$ cat src/rtl/apb_pkg.sv
// Shared definitions for the CPU-to-APB bridge: FSM state encoding,
// default peripheral region constants and peripheral slot indices.
package apb_pkg;

  typedef enum logic [2:0] {
    IDLE   = 3'd0,
    SETUP  = 3'd1,
    ACCESS = 3'd2,
    RESP   = 3'd3,
    ERROR  = 3'd4
  } apb_state_t;

  localparam logic [31:0] APB_BASE_ADDR = 32'h1000_0000;
  localparam int          APB_WIN_BITS  = 12;

  localparam int GPIO_IDX  = 0;
  localparam int UART_IDX  = 1;
  localparam int TIMER_IDX = 2;
  localparam int FND_IDX   = 3;

endpackage

$ cat src/rtl/apb_addr_decoder.sv
// Combinational page decoder: maps the upper address bits onto a one-hot
// peripheral select; hit is low when no window matches.
module apb_addr_decoder #(
  parameter int          NUM_SLAVES = 4,
  parameter logic [31:0] BASE_ADDR  = apb_pkg::APB_BASE_ADDR,
  parameter int          WIN_BITS   = apb_pkg::APB_WIN_BITS
) (
  input  logic [31-WIN_BITS:0]  page,
  output logic [NUM_SLAVES-1:0] sel,
  output logic                  hit
);

  localparam int PAGE_W = 32 - WIN_BITS;
  localparam logic [PAGE_W-1:0] BASE_PAGE = BASE_ADDR[31:WIN_BITS];

  always_comb begin
    sel = '0;
    for (int i = 0; i < NUM_SLAVES; i++) begin
      sel[i] = (page == BASE_PAGE + PAGE_W'(i));
    end
  end

  assign hit = |sel;

endmodule

$ cat src/rtl/apb_master.sv
// CPU data-bus to APB bridge with SETUP/ACCESS sequencing and one-cycle ready.
// Optional ACCESS-phase watchdog enabled by defining APB_MASTER_TIMEOUT_EN.
module apb_master
  import apb_pkg::*;
#(
  parameter int          NUM_SLAVES = 4,
  parameter logic [31:0] BASE_ADDR  = APB_BASE_ADDR,
  parameter int          WIN_BITS   = APB_WIN_BITS
`ifdef APB_MASTER_TIMEOUT_EN
  , parameter int        TIMEOUT_CYCLES = 16
`endif
) (
  input  logic                     clk,
  input  logic                     reset,
  input  logic                     transfer,
  input  logic                     write,
  input  logic [31:0]              addr,
  input  logic [31:0]              wdata,
  output logic [31:0]              rdata,
  output logic                     ready,
  output logic                     err,
  output logic [31:0]              PADDR,
  output logic [31:0]              PWDATA,
  output logic                     PWRITE,
  output logic                     PENABLE,
  output logic [NUM_SLAVES-1:0]    PSEL,
  input  logic [32*NUM_SLAVES-1:0] PRDATA,
  input  logic [NUM_SLAVES-1:0]    PREADY
);

  apb_state_t state_q, state_d;

  logic [NUM_SLAVES-1:0] dec_sel;
  logic                  dec_hit;
  logic [NUM_SLAVES-1:0] sel_q;
  logic                  hit_q;
  logic                  pready_sel;
  logic [31:0]           prdata_sel;
  logic                  timeout;

  apb_addr_decoder #(
    .NUM_SLAVES (NUM_SLAVES),
    .BASE_ADDR  (BASE_ADDR),
    .WIN_BITS   (WIN_BITS)
  ) u_decoder (
    .page (addr[31:WIN_BITS]),
    .sel  (dec_sel),
    .hit  (dec_hit)
  );

  // Only the latched slave's handshake and data are observed.
  always_comb begin
    pready_sel = 1'b0;
    prdata_sel = '0;
    for (int i = 0; i < NUM_SLAVES; i++) begin
      if (sel_q[i]) begin
        pready_sel = pready_sel | PREADY[i];
        prdata_sel = prdata_sel | PRDATA[32*i +: 32];
      end
    end
  end

`ifdef APB_MASTER_TIMEOUT_EN
  logic [7:0] wait_cnt;

  always_ff @(posedge clk or posedge reset) begin
    if (reset) begin
      wait_cnt <= '0;
    end else if (state_q != ACCESS) begin
      wait_cnt <= '0;
    end else if (!pready_sel) begin
      wait_cnt <= wait_cnt + 8'd1;
    end
  end

  assign timeout = (state_q == ACCESS) && !pready_sel &&
                   (wait_cnt == 8'(TIMEOUT_CYCLES - 1));
`else
  assign timeout = 1'b0;
`endif

  always_ff @(posedge clk or posedge reset) begin
    if (reset) begin
      state_q <= IDLE;
      sel_q   <= '0;
      hit_q   <= 1'b0;
      PADDR   <= '0;
      PWDATA  <= '0;
      PWRITE  <= 1'b0;
      rdata   <= '0;
    end else begin
      state_q <= state_d;
      if (state_q == IDLE && transfer) begin
        PADDR  <= addr;
        PWDATA <= wdata;
        PWRITE <= write;
        sel_q  <= dec_sel;
        hit_q  <= dec_hit;
      end
      if (state_q == ACCESS && pready_sel && !PWRITE) begin
        rdata <= prdata_sel;
      end
      if (state_d == ERROR) begin
        rdata <= '0;
      end
    end
  end

  // An unmapped request still spends its first cycle in SETUP with no select
  // raised, so the error response lands one cycle after the strobe is taken.
  always_comb begin
    state_d = state_q;
    PSEL    = '0;
    PENABLE = 1'b0;
    ready   = 1'b0;
    err     = 1'b0;
    unique case (state_q)
      IDLE: begin
        if (transfer) state_d = SETUP;
      end
      SETUP: begin
        PSEL    = sel_q;
        state_d = hit_q ? ACCESS : ERROR;
      end
      ACCESS: begin
        PSEL    = sel_q;
        PENABLE = 1'b1;
        if (pready_sel)   state_d = RESP;
        else if (timeout) state_d = ERROR;
      end
      RESP: begin
        ready   = 1'b1;
        state_d = IDLE;
      end
      ERROR: begin
        ready   = 1'b1;
        err     = 1'b1;
        state_d = IDLE;
      end
      default: state_d = IDLE;
    endcase
  end

endmodule

$ cat config.mk
export PLATFORM = sky130hd
export DESIGN_NAME = apb_master
export DESIGN_NICKNAME = d
export VERILOG_FILES = /design/src/rtl/apb_pkg.sv /design/src/rtl/apb_addr_decoder.sv /design/src/rtl/apb_master.sv
export SDC_FILE = /design/constraint.sdc
export NUM_CORES = 1
export LEC_CHECK = 0
export ABC_AREA = 1
export BUFFER_PORTS_ARGS = -buffer_cell sky130_fd_sc_hd__buf_2
export CAP_MARGIN = 20
export CORE_UTILIZATION = 35
export CTS_BUF_LIST = sky130_fd_sc_hd__clkbuf_16
export DETAILED_ROUTE_END_ITERATION = 6
export PLACE_DENSITY = 0.79
export SLEW_MARGIN = 20
export SYNTH_ARGS = -nofsm -noshare
export SYNTH_HDL_FRONTEND = slang
export SYNTH_SLANG_ARGS = --single-unit
$ cat constraint.sdc
create_clock -name clk -period 6.5 [get_ports clk]
set_input_delay 0.975 -clock clk [delete_from_list [all_inputs] [get_ports clk]]
set_output_delay 0.975 -clock clk [all_outputs]
set_load 0.02 [all_outputs]
---- Word level (Yosys, flattened, before mapping) ----
Cells that the tools add are included.
cells by class
  equal/unequal tests ..................... 9
  multiplexer cells ....................... 18
  bitwise gates (word level) .............. 6
  reductions and logical operators ........ 9
operators with widths
  kind                  count
  $mux 32               6
  $or 32x32->32         3
  $eq 20x17->1 const B  4
  $mux 3                3
  $pmux 3 s3            1
  $mux 1                7
  $eq 3x2->1 const B    2
  $eq 3x3->1 const B    2
  $mux 4                1
  $reduce_or 2->1       2
  $reduce_or 4->1       1
  $eq 3x1->1 const B    1
  $logic_and 1x1->1     3
  $logic_not 3->1       1
  $or 1x1->1            3
  $reduce_bool 2->1     1
  $logic_not 1->1       1
storage, ports and cells
  register bits ........................... 105
  input port bits ......................... 200
  output and inout bits ................... 104
  word-level logic and storage cells ...... 49

---- Depth between registers and ports, before layout ----
Gate-level depths: netlist of the first run.
  depth in word-level cells ............... 11
  mapped depth ............................ 9
  mapped depth without buffers ............ 8

---- Modules after synthesis ----
From an unflattened synthesis of the first run, not the netlist that was laid out.
second synthesis, totals
  cell total of the unflattened synthesis .. 680
  area, all modules ....................... 5094.9 sq um
by module, submodules not included
  module            times used  cells an instance  area each (sq um)  seq. area each (sq um)
  apb_master        1           650                4954.8             2627.5
  apb_addr_decoder  1           30                 140.1              0.0

---- Worst setup path after synthesis of the first run ----
No wires, ideal clock.
  path type ............................... flip-flop to output port
  start ................................... reg sel_q[2]
  end ..................................... out PSEL[2]
  arrival ................................. 1.090 ns
  required time ........................... 5.525 ns
  path slack .............................. 4.435 ns
  cell stages (with the launch flop) ...... 5
  buffers on the path ..................... 2
  cell sequence ........................... dfrtp_1 -> buf_2 -> clkbuf_1 -> inv_1 -> nor2_1
between the ends
  longest elaborated chain between the ends .. 1
ends and longest elaborated chain
  what                    RTL line           RTL
  start, declared         apb_master.sv:35   logic [NUM_SLAVES-1:0] sel_q;
  start signal, assigned  apb_master.sv:97   sel_q <= dec_sel;
  $mux 4                  apb_master.sv:117  unique case (state_q)
  end, declared           apb_master.sv:26   output logic [NUM_SLAVES-1:0] PSEL,
Every way passes these cells.

---- Final worst setup path of the first run ----
  start ................................... in transfer
  end ..................................... reg state_q[0]
between the ends
  longest elaborated chain between the ends .. 2
ends and longest elaborated chain
  what                  RTL line           RTL
  start, declared       apb_master.sv:15   input logic transfer,
  $mux 3                apb_master.sv:119  if (transfer) state_d = SETUP;
  $pmux 3 s3            apb_master.sv:117
  via state_d[0]        apb_master.sv:31   apb_state_t state_q, state_d;
  end signal, assigned  apb_master.sv:92   state_q <= state_d;
  end, declared         apb_master.sv:31
The timed path passes the listed nets, and every way through them passes these cells.
A chain may end at the register's enable or synchronous reset.

==> qor.csv, run 1 <==
stage;metric;value;unit
routing;routed via count;5434;
setup_path;Critical Path RT;6.72;ns
synth;cell with the most instances after synthesis;nand2_1;
power;Peak supply drop;242.8;uV
clock_network;hold_buf cts;0;
sta;setup repair after global routing missed its margin;false;
synth;Syn Nets;872;
power;leakage;4.061;nW
synth;library cells used by synthesis;21;
die;die area;0.01485;sq mm
setup_path;largest fanout of any net on the critical path;72;
die;die width;121.9;um
clock_network;clock network latency to the later pin of the worst-skew pair;0.34;ns
synth;portion of the post-synthesis area used by sequential elements;0.5224;
synth;post-synth design cell area;0.005030;sq mm
synth;yosys synthesis warning count;0;
routing;number of vias per cell;4.775;
setup_path;FF-to-FF path depth;5;
clock_network;post-cts resize count;0;
die;Vert. Die Dim;121.9;um
synth;number of enable-type register cells in the synthesized netlist;0;
clock_network;CTS clk-pin slew, worst paths;0.07;ns
final_layout;register area;0.002629;sq mm
sta;pins over their slew limit;0;
routing;total DRC errors in the routed layout;0;
synth;share of the synthesized area in the top cell type;0.5224;
final_layout;fill count;1404;
routing;final wirelength;16370;um
sta;Worst Tran Pin Value;0.8957;ns
sta;worst relative slew slack;0.4028;
job;number of max-capacitance violations reported;0;
final_layout;Final Core Density;0.4965;
hold_path;number of cells on the worst hold path;2;
clock_network;Clock Path Buffers;2;
sta;Max Freq;0.3386;GHz
final_layout;layout cells sized above 1;0.3480;
placed_design;cell area after placement;0.006613;sq mm
power;overall power after layout;0.002938;W
clock_network;postcts setup bufs;0;
placed_design;global placer's final weighted congestion;0.8660;
sta;minimum period implied by the final worst setup slack;2.953;ns
synth;top cells by area, synth;dfrtp_1 52%, nand2_1 27%, nand3_1 6.9%, nand4_1 4.0%, clkbuf_1 1.8%;
run_status;outcome;finished, final reports clean;
sta;total negative slack for setup checks;0;ns
hold_path;Min-Delay Path Class;reg2reg;
final_layout;multi-input combinational cell area;0.002101;sq mm
final_layout;Non-Filler Instances;1138;
sta;worst-case clock skew;0.006883;ns
synth;most used flip-flop cell after synthesis;dfrtp_1;
die;row count;43;
clock_network;CTS Buf Count;9;
routing;DR pass1 iterations;7;
clock_network;# H-tree levels;3;
routing;number of nets with antenna violations after detailed routing;0;
setup_path;element type at the critical path start;input port;
global_routing;maximum number of pins on one net before global-route repair;73;
synth;fraction of registers with async set/reset;1.000;
placed_design;Cells after DPL;1120;
synth;Yosys top cell by area;dfrtp_1;
routing;WL/cell;14.39;um
clock_network;clock tree from TritonCTS;built;
global_routing;via count of the first global-routing pass;5067;
die;Floorplan Core Area;0.01393;sq mm
sta;count of final hold-check violations;0;
global_routing;global-route congestion overflow total;0;
setup_path;Data arrival, critical path;3.17;ns
clock_network;Clock Root Buffer;clkbuf_16;
setup_path;crit path kind;in2reg;
global_routing;wire length of the first global-routing pass;24790;um
synth;most used standard cells in the synthesized netlist;364 x nand2_1, 105 x dfrtp_1, 69 x nand3_1;
die;effective utilization at floorplan;0.3610;
final_layout;post-route standard cell area excluding fillers;0.006918;sq mm
sta;endpoints failing setup;0;
sta;post-route clock period utilization;0.4544;
synth;count of state elements after synthesis;105;
die;Boundary Pins;304;
placed_design;input/output buffers;303;
final_layout;layout overhead on the synthesized area;37.54;%
placed_design;half-perimeter wire length after detailed placement;11820;um
clock_network;TritonCTS sink count;105;
routing;count of routing violations after the opening detailed-route iteration;316;
setup_path;category of the worst setup path capture point;flop;
global_routing;Tot GR Track Use;0.2182;
synth;mean instance size in the synthesized netlist;7.485;sq um
global_routing;number of antenna violations at the first check in global routing;2;
synth;cell count after synthesis;672;
final_layout;number of nets in the final layout;1152;
power;power per unit of standard cell area;424.7;mW/mm^2
[report_power, final]
part           leakage (nW)  total [W]  switching (W)  internal [W]
clock network         0.144   0.000533       0.000238      0.000295
registers              1.35    0.00108       0.000157      0.000920
logic                  2.57    0.00133       0.000908      0.000421
[metrics by stage]
| stage | hold WS (ns) | worst slack, ns |
|---|---|---|
| 6_report | 0.4791 | 3.547 |
| 2_1_floorplan | 0.5196 | 2.764 |
| 4_1_cts | 0.4828 | 3.821 |
| 3_5_place_dp | 0.4612 | 3.540 |
| 3_3_place_gp | 0.4583 | 3.506 |
| 5_1_grt | 0.5013 | 3.279 |
[per-layer routing]
| metal | vias to the layer above | share of wire | GRT usage |
|---|---|---|---|
| met3 | 16 | 0.081 | 0.04775 |
| met1 | 2495 | 0.39 | 0.2523 |
| met5 | - | 0 | 0 |
| met2 | 244 | 0.52 | 0.3962 |
| met4 | 0 | 0.012 | 0.07099 |
| li1 | 2679 | - | - |
[critical path, stage by stage]
cell	delay, ns
buf_2	0.10
nand3_2	0.06
buf_4	0.57
clkinv_2	0.88
or2_2	0.58
[layout make-up]
type / instances / area share
clock buffers: 9 / 0.03256
well taps: 180 / 0.03256
clock inverters: 7 / 0.008862
multi-input cells: 502 / 0.3037
inverters: 23 / 0.01302
diodes: 1 / 0.0003617
repair buffers: 311 / 0.2290
flip-flops and latches: 105 / 0.3800
[registers in the layout, indices dropped and copies added (netlist names)]
register  flops
PADDR        32
PWDATA       32
rdata        32
sel_q         4
state_q       3
PWRITE        1
hit_q         1
[cell usage in the layout, fill, tap and decap left out]
master / netlist / final
inv_1: 18 / 19
clkbuf_16: 0 / 9
o21a_1: 1 / 1
nand3_2: 1 / 1
buf_8: 0 / 1
nand2_4: 1 / 1
bufinv_16: 0 / 1
clkinvlp_4: 0 / 1
diode_2: 0 / 1
clkinv_1: 1 / 3
or2_2: 1 / 1
buf_2: 7 / 303
inv_6: 0 / 1
dfrtp_1: 105 / 104
nand2_1: 364 / 364
inv_4: 0 / 1
o21ai_0: 8 / 8
nand4_1: 32 / 32
nand3_1: 69 / 69
dfrtp_2: 0 / 1
buf_4: 7 / 7
o22ai_1: 2 / 2
a21oi_4: 1 / 1
clkinv_2: 0 / 1
inv_2: 4 / 3
nor2_1: 20 / 20
nor3_1: 2 / 2
[worst paths after layout]
path                       slack (ns)                endpoint                   from
setup / recovery                 3.55    state_q[0]$_DFF_PP0_               transfer
hold reg to reg                  0.48   PWDATA[9]$_DFFE_PP0P_  PWDATA[9]$_DFFE_PP0P_
max in group asynchronous        4.59    sel_q[0]$_DFFE_PP0P_                  reset
hold / removal                   0.48   PWDATA[9]$_DFFE_PP0P_  PWDATA[9]$_DFFE_PP0P_
min in group asynchronous        0.67  PWDATA[30]$_DFFE_PP0P_                  reset
setup reg to reg                 3.76    state_q[0]$_DFF_PP0_   state_q[1]$_DFF_PP0_
[cell families after synthesis]
logic type	count (synthesis)	share of synthesized area
and+or+nand+nor	490	0.4025
DFF	105	0.5224
buffers and inverters	65	0.05995
AOI/OAI and AO/OA	12	0.01518
(Power assumes the default switching activity.)
==> run 2: changes to the inputs <==
Settings changed: PLACE_DENSITY 0.79 to 0.82.
Clock period 6.5 ns to 2.67 ns, I/O delays scaled along.
==> run 2 against run 1 <==
First-iteration DRC count down 19%. Design area rose by 0.67%. Die area stayed put. Final cell count up 0.18%. Non-clock buffer count rose by 3. Critical path type is now reg2out. Critical endpoint is now PSEL[3]. Largest power group unchanged.
==> qor.csv, run 2 (synthesis gave the netlist of run 1 again) <==
stage;metric;value;unit
sta;total negative slack for setup checks;0;ns
die;die width;121.9;um
power;power dissipated by switching net loads;0.003204;W
setup_path;category of the worst setup path capture point;output port;
clock_network;Clock Path Buffers;2;
job;number of max-capacitance violations reported;0;
final_layout;Non-Filler Instances;1140;
setup_path;FF-to-FF path depth;6;
global_routing;Tot GR Track Use;0.2087;
sta;Worst Tran Pin Value;0.7518;ns
sta;post-layout worst setup margin;0.7521;ns
die;Floorplan Core Area;0.01393;sq mm
sta;setup repair after global routing missed its margin;false;
setup_path;worst reg2reg setup slack;1.11;ns
setup_path;cell with the largest stage delay on the worst path;dfrtp_1;
clock_network;clock tree from TritonCTS;built;
sta;worst relative slew slack;0.4977;
clock_network;post-cts resize count;0;
setup_path;largest fanout of any net on the critical path;5;
sta;minimum period implied by the final worst setup slack;1.918;ns
clock_network;# H-tree levels;3;
routing;number of vias per cell;4.751;
clock_network;CTS clk-pin slew, worst paths;0.07;ns
power;power per unit of standard cell area;1023;mW/mm^2
placed_design;global placer's final weighted congestion;0.7914;
global_routing;maximum number of pins on one net before global-route repair;72;
final_layout;number of nets in the final layout;1155;
die;Vert. Die Dim;121.9;um
clock_network;hold_buf cts;0;
power;combinational cell fraction of total power;0.457;
global_routing;via count of the first global-routing pass;4917;
global_routing;wire length of the first global-routing pass;23760;um
placed_design;input/output buffers;303;
routing;count of routing violations after the opening detailed-route iteration;255;
placed_design;Worst Setup Slack post-DPL;1.112;ns
routing;WL/cell;13.73;um
setup_path;Worst R2R Start;state_q[2]$_DFF_PP0_;
final_layout;layout cells sized above 1;0.3531;
sta;post-route clock period utilization;0.7183;
routing;number of nets with antenna violations after detailed routing;0;
setup_path;gate family responsible for the most delay along the worst path;simple AND/OR/NAND/NOR gates;
global_routing;number of antenna violations at the first check in global routing;0;
die;row count;43;
setup_path;critical-path cell list;inv_2 > nand3_1 > nand2_1 > inv_1 > nor2_1 > buf_2;
die;Boundary Pins;304;
placed_design;half-perimeter wire length after detailed placement;11660;um
routing;routed via count;5416;
sta;Max Freq;0.5214;GHz
setup_path;beginning of the critical path;state_q[2]$_DFF_PP0_;
global_routing;global-route congestion overflow total;0;
final_layout;n_diodes;0;
routing;final wirelength;15660;um
power;Peak supply drop;690.0;uV
final_layout;post-route standard cell area excluding fillers;0.006964;sq mm
routing;DR pass1 iterations;5;
power;proportion of power drawn by flip-flops and latches;0.364;
power;clock network power share;0.178;
clock_network;Clock Root Buffer;clkbuf_16;
sta;pins over their slew limit;0;
hold_path;Min-Delay Path Class;in2async;
placed_design;cell area after placement;0.006680;sq mm
clock_network;TritonCTS sink count;105;
setup_path;number of gates on the worst path with buffers counted;6;
final_layout;Largest regs;PADDR x32, PWDATA x32, rdata x32;
power;leakage;4.085;nW
die;die area;0.01485;sq mm
run_status;outcome;finished, final reports clean;
clock_network;clock network latency to the later pin of the worst-skew pair;0.35;ns
die;effective utilization at floorplan;0.3610;
sta;worst hold slack;0.1806;ns
final_layout;commonest cells after routing, fill and taps aside;364 x nand2_1, 303 x buf_2, 105 x dfrtp_1;
setup_path;Critical Path Max Stage Delay;0.40;ns
placed_design;Cells after DPL;1124;
final_layout;most common cell after layout, fill and taps aside;nand2_1;
clock_network;postcts setup bufs;0;
clock_network;CTS Buf Count;9;
routing;total DRC errors in the routed layout;0;
setup_path;Bufs and invs on worst path;3;
sta;endpoints failing setup;0;
setup_path;crit path kind;reg2out;
final_layout;layout overhead on the synthesized area;38.46;%
sta;worst-case clock skew;0.01023;ns
setup_path;element type at the critical path start;flop;
setup_path;Setup crit end;PSEL[3];
power;cell-internal power;0.003923;W
setup_path;end of the worst register-to-register path;rdata[15]$_DFFE_PP0P_;
setup_path;Critical Path RT;2.27;ns
sta;count of final hold-check violations;0;
power;Sw Ratio;0.4496;
setup_path;Data arrival, critical path;1.52;ns
## run 2: area by class of cell
type,count,area (sq um)
Clock inverter,7,58.81
Inverter,23,90.09
Timing Repair Buffer,314,1637
Sequential cell,105,2628
Clock buffer,9,225.2
Tap cell,180,225.2
Multi-Input combinational cell,502,2101
Fill cell,1401,6970
## run 2: metrics by stage
step,utilization,total power (W)
finish,0.4998,0.007127
global route,0.4998,0.007663
CTS,0.4998,0.007215
detailed placement,0.4794,0.005910
global placement,0.4794,0.005847
floorplan,-,0.004687
## run 2: worst min-delay path by stage
stage                                      start                     end  slack, ns  depth (start not counted)
after floorplan                          addr[0]    PADDR[0]$_DFFE_PP0P_       0.51                          2
after global placement    PWDATA[21]$_DFFE_PP0P_  PWDATA[21]$_DFFE_PP0P_       0.46                          2
final                                      reset   PWDATA[8]$_DFFE_PP0P_       0.18                          2
after global routing                       reset   PWDATA[8]$_DFFE_PP0P_       0.22                          2
after detailed placement   PADDR[31]$_DFFE_PP0P_   PADDR[31]$_DFFE_PP0P_       0.46                          2
after CTS                                  reset   PWDATA[8]$_DFFE_PP0P_       0.19                          2
## run 2: routing by layer
layer	vias up	track usage	wire length, um
met5	-	0	0
met4	0	0.06636	199
met3	13	0.04307	1257
met2	250	0.3838	7938
met1	2468	0.2396	6262
li1	2685	-	-
## run 2: power groups by stage
stage / Combinational, W / Sequential, W / Clock (W)
2_1_floorplan: 0.00135 / 0.00334 / 0
3_3_place_gp: 0.00325 / 0.00260 / 0
3_5_place_dp: 0.00332 / 0.00259 / 0
4_1_cts: 0.00331 / 0.00259 / 0.00131
5_1_grt: 0.00361 / 0.00267 / 0.00138
6_report: 0.00326 / 0.00260 / 0.00127
## run 2: worst reg2reg max path, cell delays in order (launching register included)
cell and delay, ns:
dfrtp_1 0.40, inv_2 0.10, nand3_1 0.20, a21oi_4 0.22, buf_4 0.35, nand3_1 0.14, nand2_1 0.09
==> run 3: changes to the inputs <==
Settings changed: PLACE_DENSITY 0.82 to 0.79.
Clock period 2.67 ns to 1.9 ns, I/O delays scaled along.
==> run 3 against run 2 <==
Setup slack lost 0.62 ns. Largest cell class unchanged. Worst hold slack lost 0.16 ns. Non-clock buffer count is 2 higher. Clock power grew 47%. Critical path type unchanged.
==> qor.csv, run 3 (synthesis gave the netlist of run 1 again) <==
stage;metric;value;unit
final_layout;n_diodes;0;
final_layout;most common cell after layout, fill and taps aside;nand2_1;
global_routing;global-route congestion overflow total;0;
power;power dissipated by switching net loads;0.004558;W
clock_network;Clock Path Buffers;2;
routing;WL/cell;14.05;um
final_layout;fill count;1392;
setup_path;category of the worst setup path capture point;output port;
final_layout;register area;0.002628;sq mm
power;power per unit of standard cell area;1446;mW/mm^2
die;effective utilization at floorplan;0.3610;
placed_design;global placer's final weighted congestion;0.8588;
power;cell-internal power;0.005571;W
power;Peak supply drop;1005;uV
placed_design;half-perimeter wire length after detailed placement;11900;um
placed_design;Worst Setup Slack post-DPL;0.3877;ns
routing;count of routing violations after the opening detailed-route iteration;286;
global_routing;number of antenna violations at the first check in global routing;1;
setup_path;Worst R2R Start;state_q[1]$_DFF_PP0_;
final_layout;commonest cells after routing, fill and taps aside;364 x nand2_1, 303 x buf_2, 105 x dfrtp_1;
clock_network;clock tree from TritonCTS;built;
final_layout;layout cells sized above 1;0.3555;
sta;worst relative slew slack;0.5982;
final_layout;multi-input combinational cell area;0.002106;sq mm
setup_path;largest fanout of any net on the critical path;4;
die;die width;121.9;um
global_routing;Tot GR Track Use;0.2124;
setup_path;Critical Path RT;1.62;ns
power;leakage;4.103;nW
setup_path;end of the worst register-to-register path;PWRITE$_DFFE_PP0P_;
clock_network;clock network latency to the later pin of the worst-skew pair;0.35;ns
power;proportion of power drawn by flip-flops and latches;0.360;
run_status;outcome;finished, final reports clean;
power;combinational cell fraction of total power;0.456;
setup_path;FF-to-FF path depth;5;
placed_design;input/output buffers;303;
job;number of max-capacitance violations reported;0;
final_layout;number of nets in the final layout;1157;
final_layout;layout overhead on the synthesized area;39.30;%
clock_network;CTS Buf Count;9;
hold_path;Min-Delay Path Class;in2async;
sta;pins over their slew limit;0;
die;row count;43;
clock_network;# H-tree levels;3;
global_routing;maximum number of pins on one net before global-route repair;72;
clock_network;Clock Root Buffer;clkbuf_16;
sta;setup repair after global routing missed its margin;false;
setup_path;worst reg2reg setup slack;0.39;ns
power;Sw Ratio;0.4500;
sta;post-route clock period utilization;0.9324;
routing;DR pass1 iterations;4;
die;Vert. Die Dim;121.9;um
die;Floorplan Core Area;0.01393;sq mm
routing;total DRC errors in the routed layout;0;
sta;Max Freq;0.5645;GHz
clock_network;hold_buf cts;0;
final_layout;Largest regs;PADDR x32, PWDATA x32, rdata x32;
setup_path;element type at the critical path start;flop;
global_routing;wire length of the first global-routing pass;24060;um
sta;worst-case clock skew;0.01341;ns
sta;post-layout worst setup margin;0.1284;ns
sta;minimum period implied by the final worst setup slack;1.772;ns
setup_path;Setup crit end;PSEL[0];
global_routing;via count of the first global-routing pass;4890;
routing;final wirelength;16050;um
clock_network;CTS clk-pin slew, worst paths;0.07;ns
routing;number of nets with antenna violations after detailed routing;0;
routing;number of vias per cell;4.704;
sta;total negative slack for setup checks;0;ns
setup_path;crit path kind;reg2out;
routing;routed via count;5372;
die;die area;0.01485;sq mm
sta;count of final hold-check violations;0;
sta;Worst Tran Pin Value;0.6026;ns
die;Boundary Pins;304;
clock_network;TritonCTS sink count;105;
sta;endpoints failing setup;0;
setup_path;Data arrival, critical path;1.49;ns
power;clock network power share;0.184;
setup_path;beginning of the critical path;state_q[1]$_DFF_PP0_;
run 3: changes by cell type in the layout (fill, tap and decap cells not counted), sizes merged:
cell and delta:
buf +2, clkinv +1, inv -1
run 3: worst min path at each step:
| stage | endpoint | startpoint |
|---|---|---|
| 6_report | PWDATA[2]$_DFFE_PP0P_ | reset |
| 5_1_grt | PADDR[7]$_DFFE_PP0P_ | reset |
| 4_1_cts | PADDR[7]$_DFFE_PP0P_ | reset |
| 3_5_place_dp | PWDATA[2]$_DFFE_PP0P_ | reset |
| 3_3_place_gp | PWDATA[3]$_DFFE_PP0P_ | reset |
| 2_1_floorplan | PADDR[0]$_DFFE_PP0P_ | addr[0] |
run 3: area by class of cell:
type | count | area share
timing repair buffer | 316 | 0.2357
clock buffer | 9 | 0.03214
multi-input combinational | 502 | 0.3005
inverter | 23 | 0.01286
tap | 180 | 0.03214
sequential | 105 | 0.3750
clock inverter | 7 | 0.01161
run 3: critical path, cell delays in order (launching register included):
cell and delay (ns):
dfrtp_1 0.42, nor3_1 0.23, inv_1 0.08, nand2_1 0.06, inv_1 0.07, nor2_1 0.11
buf_2 0.18
run 3: timing repair:
| item | 4_1_cts | 5_1_grt |
|---|---|---|
| gates resized for setup | 0 | 1 |
| setup buffers | 0 | 0 |
| setup endpoints to repair | 0 | 1 |
run 3: through the flow:
stage	instances	total power, W	cell area, sq um	util	hold WS [ns]
after floorplan	672	0.006586	5034	-	0.3946
after global placement	1126	0.008254	6695	0.4805	0.3949
after detailed placement	1126	0.008337	6695	0.4805	0.4056
after CTS	1142	0.01024	7002	0.5025	0.02893
after global routing	1142	0.01087	7007	0.5028	0.04389
final	1142	0.01013	7007	0.5028	0.02519
run 3: per-layer routing:
metal | GRT usage | vias to the layer above | wire length, um
met4 | 0.04861 | 0 | 182
met2 | 0.3888 | 217 | 8131
met1 | 0.2471 | 2446 | 6474
li1 | - | 2695 | -
met5 | 0 | - | 0
met3 | 0.05243 | 14 | 1258
run 3: power groups by stage:
stage,sequential (W),combinational (W),clock (W)
2_1_floorplan,0.00469,0.00189,0
3_3_place_gp,0.00366,0.00459,0
5_1_grt,0.00375,0.00512,0.00200
3_5_place_dp,0.00364,0.00470,0
4_1_cts,0.00364,0.00468,0.00192
6_report,0.00364,0.00462,0.00187
